===== src/rtl/video_sig_gen_if.sv =====
// Video timing bundle between video_sig_gen (master) and its consumer (slave).
// The consumer drives the pixel-advance enable; the generator drives the
// counters and the sync/draw/frame outputs.
interface video_sig_gen_if;
    logic        en_in;
    logic [10:0] hcount_out;
    logic [9:0]  vcount_out;
    logic        hs_out;
    logic        vs_out;
    logic        ad_out;
    logic        nf_out;
    logic [5:0]  fc_out;

    modport master (
        input  en_in,
        output hcount_out, vcount_out, hs_out, vs_out, ad_out, nf_out, fc_out
    );

    modport slave (
        output en_in,
        input  hcount_out, vcount_out, hs_out, vs_out, ad_out, nf_out, fc_out
    );
endinterface


===== src/rtl/video_sig_gen.sv =====
// Video timing source: free-running horizontal/vertical counters with sync,
// active-draw, new-frame and frame-count outputs. All outputs are registered
// and decoded from the *next* counter values, so hs/vs/ad/nf always describe
// the hcount/vcount presented in the same cycle.
// Optional feature: define VIDEO_SIG_GEN_FRAME_COUNT_EN to build the frame
// counter; otherwise fc_out is tied to zero.
module video_sig_gen #(
    parameter int ACTIVE_H_PIXELS = 1280,
    parameter int H_FRONT_PORCH   = 110,
    parameter int H_SYNC_WIDTH    = 40,
    parameter int H_BACK_PORCH    = 220,
    parameter int ACTIVE_LINES    = 720,
    parameter int V_FRONT_PORCH   = 5,
    parameter int V_SYNC_WIDTH    = 5,
    parameter int V_BACK_PORCH    = 20,
    parameter int FPS             = 60
) (
    input  logic            clk_in,
    input  logic            rst_in,
    video_sig_gen_if.master vid
);
    localparam int H_TOTAL = ACTIVE_H_PIXELS + H_FRONT_PORCH + H_SYNC_WIDTH + H_BACK_PORCH;
    localparam int V_TOTAL = ACTIVE_LINES + V_FRONT_PORCH + V_SYNC_WIDTH + V_BACK_PORCH;

    localparam logic [10:0] H_LAST   = 11'(H_TOTAL - 1);
    localparam logic [9:0]  V_LAST   = 10'(V_TOTAL - 1);
    // Region bounds kept one bit wider so an exclusive end of 2048/1024 is representable.
    localparam logic [11:0] H_ACT_END = 12'(ACTIVE_H_PIXELS);
    localparam logic [11:0] HS_BEGIN  = 12'(ACTIVE_H_PIXELS + H_FRONT_PORCH);
    localparam logic [11:0] HS_END    = 12'(ACTIVE_H_PIXELS + H_FRONT_PORCH + H_SYNC_WIDTH);
    localparam logic [10:0] V_ACT_END = 11'(ACTIVE_LINES);
    localparam logic [10:0] VS_BEGIN  = 11'(ACTIVE_LINES + V_FRONT_PORCH);
    localparam logic [10:0] VS_END    = 11'(ACTIVE_LINES + V_FRONT_PORCH + V_SYNC_WIDTH);

    // Half-open interval test used by the horizontal sync decode.
    function automatic logic in_span_h(input logic [11:0] val, input logic [11:0] lo,
                                       input logic [11:0] hi);
        return (val >= lo) && (val < hi);
    endfunction

    // Half-open interval test used by the vertical sync decode.
    function automatic logic in_span_v(input logic [10:0] val, input logic [10:0] lo,
                                       input logic [10:0] hi);
        return (val >= lo) && (val < hi);
    endfunction

    logic [10:0] hcount_q, hcount_d;
    logic [9:0]  vcount_q, vcount_d;
    logic        hs_q, hs_d;
    logic        vs_q, vs_d;
    logic        ad_q, ad_d;
    logic        nf_q, nf_d;
    logic [10:0] h_next_s;
    logic [9:0]  v_next_s;
    logic        h_wrap_s;

    // Position the counters would move to on an enabled pixel clock.
    always_comb begin
        h_wrap_s = (hcount_q == H_LAST);
        if (h_wrap_s) begin
            h_next_s = 11'd0;
        end else begin
            h_next_s = hcount_q + 11'd1;
        end
        if (!h_wrap_s) begin
            v_next_s = vcount_q;
        end else if (vcount_q == V_LAST) begin
            v_next_s = 10'd0;
        end else begin
            v_next_s = vcount_q + 10'd1;
        end
    end

    // Advance and decode on enable; a stall holds everything except the nf pulse.
    always_comb begin
        hcount_d = hcount_q;
        vcount_d = vcount_q;
        hs_d     = hs_q;
        vs_d     = vs_q;
        ad_d     = ad_q;
        nf_d     = 1'b0;
        if (vid.en_in) begin
            hcount_d = h_next_s;
            vcount_d = v_next_s;
            hs_d     = in_span_h({1'b0, h_next_s}, HS_BEGIN, HS_END);
            vs_d     = in_span_v({1'b0, v_next_s}, VS_BEGIN, VS_END);
            ad_d     = ({1'b0, h_next_s} < H_ACT_END) && ({1'b0, v_next_s} < V_ACT_END);
            nf_d     = (h_next_s == 11'd0) && (v_next_s == 10'd0);
        end else begin
            nf_d     = 1'b0;
        end
    end

    // Timing state registers; reset parks the counters on the last pixel of a frame.
    always_ff @(posedge clk_in or negedge rst_in) begin
        if (!rst_in) begin
            hcount_q <= H_LAST;
            vcount_q <= V_LAST;
            hs_q     <= 1'b0;
            vs_q     <= 1'b0;
            ad_q     <= 1'b0;
            nf_q     <= 1'b0;
        end else begin
            hcount_q <= hcount_d;
            vcount_q <= vcount_d;
            hs_q     <= hs_d;
            vs_q     <= vs_d;
            ad_q     <= ad_d;
            nf_q     <= nf_d;
        end
    end

`ifdef VIDEO_SIG_GEN_FRAME_COUNT_EN
    localparam logic [5:0] FC_LAST = 6'(FPS - 1);

    logic [5:0] fc_q, fc_d;

    // Frame counter steps on the same edge that raises nf, wrapping at FPS.
    always_comb begin
        fc_d = fc_q;
        if (nf_d) begin
            if (fc_q == FC_LAST) begin
                fc_d = 6'd0;
            end else begin
                fc_d = fc_q + 6'd1;
            end
        end else begin
            fc_d = fc_q;
        end
    end

    // Frame counter register; reset value makes the first frame read as zero.
    always_ff @(posedge clk_in or negedge rst_in) begin
        if (!rst_in) begin
            fc_q <= FC_LAST;
        end else begin
            fc_q <= fc_d;
        end
    end

    assign vid.fc_out = fc_q;
`else
    assign vid.fc_out = 6'd0;
`endif

    assign vid.hcount_out = hcount_q;
    assign vid.vcount_out = vcount_q;
    assign vid.hs_out     = hs_q;
    assign vid.vs_out     = vs_q;
    assign vid.ad_out     = ad_q;
    assign vid.nf_out     = nf_q;
endmodule


===== src/flat_wrapper.sv =====
// flat-port wrapper written by rule: the top's interface ports become plain ports
module video_sig_gen_flat 
#(
    parameter int ACTIVE_H_PIXELS = 1280,
    parameter int H_FRONT_PORCH   = 110,
    parameter int H_SYNC_WIDTH    = 40,
    parameter int H_BACK_PORCH    = 220,
    parameter int ACTIVE_LINES    = 720,
    parameter int V_FRONT_PORCH   = 5,
    parameter int V_SYNC_WIDTH    = 5,
    parameter int V_BACK_PORCH    = 20,
    parameter int FPS             = 60
)
  (clk_in, rst_in, vid_en_in, vid_hcount_out, vid_vcount_out, vid_hs_out, vid_vs_out, vid_ad_out, vid_nf_out, vid_fc_out);
  video_sig_gen_if vid_i ();
  input  logic clk_in;
  input  logic rst_in;
  input wire logic [$bits(vid_i.en_in)-1:0] vid_en_in;
  output wire logic [$bits(vid_i.hcount_out)-1:0] vid_hcount_out;
  output wire logic [$bits(vid_i.vcount_out)-1:0] vid_vcount_out;
  output wire logic [$bits(vid_i.hs_out)-1:0] vid_hs_out;
  output wire logic [$bits(vid_i.vs_out)-1:0] vid_vs_out;
  output wire logic [$bits(vid_i.ad_out)-1:0] vid_ad_out;
  output wire logic [$bits(vid_i.nf_out)-1:0] vid_nf_out;
  output wire logic [$bits(vid_i.fc_out)-1:0] vid_fc_out;
  assign vid_i.en_in = vid_en_in;
  assign vid_hcount_out = vid_i.hcount_out;
  assign vid_vcount_out = vid_i.vcount_out;
  assign vid_hs_out = vid_i.hs_out;
  assign vid_vs_out = vid_i.vs_out;
  assign vid_ad_out = vid_i.ad_out;
  assign vid_nf_out = vid_i.nf_out;
  assign vid_fc_out = vid_i.fc_out;
  video_sig_gen #(.ACTIVE_H_PIXELS(ACTIVE_H_PIXELS), .H_FRONT_PORCH(H_FRONT_PORCH), .H_SYNC_WIDTH(H_SYNC_WIDTH), .H_BACK_PORCH(H_BACK_PORCH), .ACTIVE_LINES(ACTIVE_LINES), .V_FRONT_PORCH(V_FRONT_PORCH), .V_SYNC_WIDTH(V_SYNC_WIDTH), .V_BACK_PORCH(V_BACK_PORCH), .FPS(FPS)) u_core (.clk_in(clk_in), .rst_in(rst_in), .vid(vid_i));
endmodule

===== config.mk =====
export PLATFORM = sky130hd
export DESIGN_NAME = video_sig_gen_flat
export DESIGN_NICKNAME = d
export VERILOG_FILES = /design/src/rtl/video_sig_gen_if.sv /design/src/rtl/video_sig_gen.sv /design/src/flat_wrapper.sv
export SDC_FILE = /design/constraint.sdc
export NUM_CORES = 1
export LEC_CHECK = 0
export ABC_CLOCK_PERIOD_IN_PS = 3640
export CAP_MARGIN = 40
export CORE_UTILIZATION = 48
export CTS_CLUSTER_DIAMETER = 60
export DETAILED_ROUTE_END_ITERATION = 6
export PLACE_DENSITY = 0.73
export SETUP_SLACK_MARGIN = 0.5
export SYNTH_ARGS = -nofsm -noshare
export SYNTH_HDL_FRONTEND = slang
export SYNTH_SLANG_ARGS = --single-unit
export TNS_END_PERCENT = 100

===== constraint.sdc =====
create_clock -name clk_in -period 3.64 [get_ports clk_in]
set_input_delay 0.728 -clock clk_in [delete_from_list [all_inputs] [get_ports clk_in]]
set_output_delay 0.728 -clock clk_in [all_outputs]
set_load 0.02 [all_outputs]

==> flow_summary.json, run 1 <==
{
  "crit_path_max_incr_delay_ps": 660,
  "critPathMaxFanout": 17,
  "cp_data_required_time_ps": 3800,
  "fin_nets": 270,
  "pre_cts_ws_ps": 579,
  "grt_pass1_wl_mm": 7.65,
  "synthArstFlopShare_pct": 100,
  "total_power_w": 0.000944,
  "final.fill_count": 359,
  "dr.pass1.iters": 4,
  "cts_setup_buffers": 0,
  "relSlewSlack_pct": 55.0,
  "wl_met3_um": 305,
  "postSynthCellCount": 246,
  "p_per_area_nw_per_um2": 411,
  "ys.flop_type": "dfstp_2",
  "tns_ps": 0,
  "drt-total-wl_mm": 4.63,
  "p_int_w": 0.000573,
  "crit_chain": "or4b_4 > or3_4 > or4_1 > a32oi_1 > o2111ai_1 > a32o_1",
  "slowest_stage": "dfstp_2",
  "yosysTopAreaCellShare_pct": 17.3,
  "fp.dieW_um": 66.1,
  "hold_viol": 0,
  "antenna_found_initial": 0,
  "cts_buffers": 3,
  "outcome": "finished clean",
  "p_seq_share_pct": 44.1,
  "cts_max_level": 1,
  "fin_crit_sh_pct": 80.2,
  "fin_ws_ps": 721,
  "synth_area_leaders": "dfstp_2 (17%), dfrtp_1 (15%), nand2_1 (4.8%)",
  "min-delay-path-class": "flop to flop",
  "hold_end": "u_core.vid.hs_out",
  "synth_commonest_cells": "nand2_1 (25), clkbuf_1 (18), nor2_1 (16)",
  "p_clk_share_pct": 17.8,
  "timing.max_cap.violations": 0,
  "cts_tree": "yes",
  "worst_slew_pin_slew_ps": 669,
  "initial_core_util_pct": 51.9,
  "root_buffer": "clkbuf_8",
  "worstPathArrival_ps": 3080,
  "multi_input_area_um2": 1190,
  "drcViolationCount": 0,
  "dr_total_vias": 1842,
  "die_area_um2": 4370,
  "via_per_inst": 5.94,
  "diodes": 0,
  "clockBufferDepth": 2,
  "area_growth_pct": 16.4,
  "instances_no_fill": 310,
  "wl_met2_mm": 2.02,
  "r2r_slack_ps": 720,
  "ys_types": 55,
  "min_path_cells": 2,
  "rr_startpoint": "u_core.vid.hcount_out[6]",
  "yosysWarnings": 0,
  "hpwl_mm": 3.44,
  "synth-simple-area-share_pct": 26.0,
  "finClkSkew_ps": 2.58,
  "p_comb_share_pct": 38.2,
  "die_h_um": 66.1,
  "grt.total_usage_pct": 22.9,
  "wl_met1_mm": 2.26,
  "ios": 34,
  "place.gp.congestion": 0.869,
  "syn_area_um2": 1970,
  "crit_family": "simple AND/OR/NAND/NOR gates",
  "switching_power_w": 0.000370,
  "reg2reg_depth": 6,
  "timing.fmax_mhz": 343,
  "r2r_end": "u_core.vid.ad_out",
  "rsz0062_at_grt": "no",
  "switching_share_pct": 39.2,
  "clkTransAtPathRegs_ps": 90,
  "synth_mux_area_share_pct": 3.11,
  "clk_latency_ps": 270,
  "drt_iter0_markers": 173,
  "setup_viol": 0,
  "grt_start_max_net_pins": 18,
  "yosys.area_share.adder_pct": 2.54,
  "endpoint_kind": "flop",
  "syn_area_per_cell_um2": 8.02,
  "min_from": "u_core.vid.hs_out",
  "yosysTopAreaCell": "dfstp_2",
  "wire_per_inst_um": 14.9,
  "critPathLaunchType": "flop",
  "coreArea_um2": 3800,
  "slew_violations": 0,
  "regArea_um2": 642,
  "gr-total-overflow": 0,
  "min_period_ps": 2920,
  "criticalPathCategory": "flop to flop",
  "cts_hold_buf": 0,
  "num_rows": 22,
  "drive_above_1_share_pct": 9.92,
  "synth_compound_area_share_pct": 22.5,
  "vdd_drop_max_uv": 420,
  "synth_edf_count": 0,
  "synth_top_family_by_area": "simple AND/OR/NAND/NOR gates",
  "crit_buf_inv": 0,
  "portBuffers": 27,
  "ys_ff_latch": 25,
  "ys_seq_area_share_pct": 32.5,
  "cts_sinks": 25,
  "synth_xor_area_share_pct": 4.88,
  "placedCellCount": 306,
  "top_layer": "met4",
  "postRouteAntennaNets": 0,
  "yosysMostFrequentCell": "nand2_1",
  "p_leak_nw": 0.873,
  "grt_pass1_vias": 1529
}
-- power by group through the flow --
| stage | Clock (W) | Combinational, W | Sequential (W) |
|---|---|---|---|
| 3_3_place_gp | 0 | 0.000353 | 0.000419 |
| 4_1_cts | 0.000171 | 0.000359 | 0.000414 |
| 5_1_grt | 0.000182 | 0.000392 | 0.000428 |
| 2_1_floorplan | 0 | 0.000233 | 0.000418 |
| 3_5_place_dp | 0 | 0.000357 | 0.000419 |
| 6_report | 0.000168 | 0.000360 | 0.000416 |
-- worst min-delay path, stage by stage, from the launching register on --
cell and delay [ps]:
dfrtp_1 350, nand2_1 60, o41ai_1 50
-- metal layers --
layer | track usage (%) | vias up
met5 | 0 | -
met4 | 3.99 | 0
met3 | 3.97 | 4
met2 | 32.7 | 57
met1 | 35.7 | 850
li1 | - | 931
-- cell type report --
| class | instances | area share (%) |
|---|---|---|
| clock buffer | 3 | 1.80 |
| timing repair buffer | 33 | 14.1 |
| clock inverter | 1 | 0.218 |
| multi-input combinational | 191 | 51.9 |
| sequential | 25 | 27.9 |
| inverter | 9 | 1.47 |
| tap | 48 | 2.61 |
-- layout by cell type, fill, tap and decap left out, types with 6 or more instances in the layout --
| cell type | count |
|---|---|
| nand2_1 | 25 |
| nand3_1 | 11 |
| o21ai_0 | 13 |
| nor2_1 | 16 |
| clkdlybuf4s50_1 | 27 |
| xnor2_1 | 10 |
| inv_1 | 8 |
| conb_1 | 6 |
| a21oi_1 | 10 |
| nor3_1 | 8 |
| dfrtp_1 | 12 |
| o31ai_1 | 9 |
| nand4_1 | 6 |
| dfstp_2 | 13 |
| and3_1 | 7 |
-- metrics by stage --
step | utilization (%) | hold slack, ps | cell area [um^2]
6_report | 60.5 | 480 | 2300
5_1_grt | 60.5 | 500 | 2300
3_3_place_gp | 58.7 | 467 | 2230
2_1_floorplan | - | 432 | 1990
4_1_cts | 60.3 | 486 | 2290
3_5_place_dp | 59.1 | 463 | 2250
-- logic make-up (layout without fill, tap and decap cells) --
logic type	after synthesis	after routing
AND/OR/NAND/NOR	98	98
adder cells (fa/ha/maj)	4	4
flip-flops	25	25
buffers and inverters	35	46
XOR/XNOR	11	11
other	1	6
AO/OA/AOI/OAI	66	66
multiplexers	6	6
-- repair_timing --
| item | 4_1_cts | 5_1_grt |
|---|---|---|
| setup endpoints to repair | 0 | 2 |
| resized for setup | 0 | 1 |
| hold endpoints to repair | 0 | 0 |
-- registers in the layout (all words and copies together), names as in the netlist --
signal / count
u_core.vid.vs_out: 1
u_core.vid.nf_out: 1
u_core.vid.vcount_out: 10
u_core.vid.hcount_out: 11
u_core.vid.hs_out: 1
u_core.vid.ad_out: 1
-- how the worst max path moves through the flow --
stage | startpoint | to | slack (ps) | depth (start not counted)
2_1_floorplan | u_core.vid.hcount_out[7] | u_core.vid.ad_out | 900 | 8
3_3_place_gp | u_core.vid.hcount_out[6] | u_core.vid.ad_out | 660 | 6
3_5_place_dp | u_core.vid.hcount_out[6] | u_core.vid.ad_out | 580 | 6
4_1_cts | u_core.vid.hcount_out[6] | u_core.vid.ad_out | 560 | 6
5_1_grt | u_core.vid.hcount_out[6] | u_core.vid.ad_out | 580 | 6
6_report | u_core.vid.hcount_out[6] | u_core.vid.ad_out | 720 | 6
Note: power is estimated with default switching activity, not from simulation.
==> run 2: changes to the inputs <==
ABC_CLOCK_PERIOD_IN_PS = 2700   (was 3640)
clock period = 2.7 ns   (was 3.64 ns; I/O delays follow)
==> flow_summary.json, run 2 (synthesis results as in run 1) <==
{
  "slew_violations": 0,
  "clockBufferDepth": 2,
  "final_common_cell": "clkdlybuf4s50_1",
  "cp_data_required_time_ps": 2870,
  "cts_buffers": 3,
  "p_clk_share_pct": 17.0,
  "portBuffers": 27,
  "area_growth_pct": 32.5,
  "worstPathArrival_ps": 2680,
  "hold_viol": 0,
  "criticalPathCategory": "flop to flop",
  "die_area_um2": 4370,
  "ios": 34,
  "p_seq_share_pct": 37.4,
  "switching_share_pct": 39.6,
  "grt_pass1_vias": 1834,
  "root_buffer": "clkbuf_8",
  "dr_total_vias": 2020,
  "placedCellCount": 320,
  "p_leak_nw": 1.00,
  "num_rows": 22,
  "rsz0062_at_grt": "yes",
  "finClkSkew_ps": 2.38,
  "drcViolationCount": 0,
  "largest_reg_flops": 11,
  "wire_per_inst_um": 16.3,
  "instances_no_fill": 332,
  "cts_tree": "yes",
  "drive_above_1_share_pct": 26.4,
  "drt-total-wl_mm": 5.42,
  "critPathLaunchType": "flop",
  "critPathMaxFanout": 3,
  "timing.max_cap.violations": 0,
  "clkTransAtPathRegs_ps": 90,
  "setup_viol": 0,
  "min-delay-path-class": "flop to flop",
  "outcome": "finished clean",
  "grt.total_usage_pct": 26.6,
  "cts_hold_buf": 0,
  "grt_start_max_net_pins": 26,
  "fin_crit_sh_pct": 93.0,
  "cts_sinks": 25,
  "layout_common_cells": "clkdlybuf4s50_1 (27), buf_4 (26), nand2_1 (24)",
  "fp.dieW_um": 66.1,
  "die_h_um": 66.1,
  "p_int_w": 0.000829,
  "cts_max_level": 1,
  "coreArea_um2": 3800,
  "vdd_drop_max_uv": 460,
  "p_per_area_nw_per_um2": 525,
  "antenna_found_initial": 0,
  "tns_ps": 0,
  "diodes": 0,
  "p_comb_share_pct": 45.6,
  "endpoint_kind": "flop",
  "switching_power_w": 0.000544,
  "min_period_ps": 2510,
  "drt_iter0_markers": 114,
  "dr.pass1.iters": 4,
  "via_per_inst": 6.08,
  "gr-total-overflow": 0,
  "place.gp.congestion": 0.909,
  "grt_pass1_wl_mm": 8.77,
  "fin_nets": 292,
  "clk_latency_ps": 280,
  "initial_core_util_pct": 51.9,
  "pre_cts_ws_ps": 80.4,
  "fin_ws_ps": 190,
  "timing.fmax_mhz": 398,
  "postRouteAntennaNets": 0,
  "hpwl_mm": 3.80
}
[run 2: repair_timing]
| action | in CTS | in global routing |
|---|---|---|
| endpoints found under the hold margin | 0 | 0 |
| resized for setup | 19 | 11 |
| pin swaps | 16 | 9 |
| setup endpoints to repair | 8 | 13 |
| buffers inserted | 4 | 4 |
[run 2: final timing paths]
kind                       slack (ps)                       end                      from  cells after the start
hold reg to reg                   490         u_core.vid.vs_out         u_core.vid.vs_out                      2
hold / removal                    490         u_core.vid.vs_out         u_core.vid.vs_out                      2
min in group asynchronous         620  u_core.vid.hcount_out[8]                    rst_in                      2
setup / recovery                  190         u_core.vid.ad_out  u_core.vid.hcount_out[6]                      6
max in group asynchronous        1780  u_core.vid.hcount_out[6]                    rst_in                      2
setup reg to reg                  190         u_core.vid.ad_out  u_core.vid.hcount_out[6]                      6
[run 2: power by group through the flow]
stage / clock (W) / sequential [W] / combinational (W)
final: 0.000233 / 0.000513 / 0.000626
after CTS: 0.000235 / 0.000511 / 0.000613
after global routing: 0.000250 / 0.000523 / 0.000675
after detailed placement: 0 / 0.000515 / 0.000580
after floorplan: 0 / 0.000564 / 0.000318
after global placement: 0 / 0.000514 / 0.000572
[run 2: through the flow]
| step | power (W) | hold slack [ps] | area, um^2 | utilization [%] |
|---|---|---|---|---|
| 2_1_floorplan | 0.000882 | 244 | 2010 | - |
| 3_3_place_gp | 0.00109 | 466 | 2360 | 62.2 |
| 3_5_place_dp | 0.00109 | 469 | 2360 | 62.2 |
| 4_1_cts | 0.00136 | 493 | 2540 | 66.8 |
| 5_1_grt | 0.00145 | 535 | 2610 | 68.8 |
| 6_report | 0.00137 | 495 | 2610 | 68.8 |
[run 2: worst max-delay path, stage by stage (launching register included)]
cell and delay [ps]:
dfstp_2 540, or4b_4 470, or4_4 430, or3_4 380, a32oi_2 220, o2111ai_1 130
a32o_1 230
[run 2: routing by layer]
layer	GRT usage (%)	vias to the layer above	routed length, um
met5	0	-	0
met1	36.7	967	2450
met2	43.2	71	2610
met3	4.48	8	305
li1	-	974	-
met4	6.38	0	61
[run 2: layout make-up]
cell class / instances / area, um^2
flip-flops and latches: 25 / 644
fillers: 307 / 1180
clock buffers: 3 / 41.3
inverters: 9 / 33.8
multi-input cells: 191 / 1340
clock inverters: 1 / 5.00
repair buffers: 55 / 488
well taps: 48 / 60.1
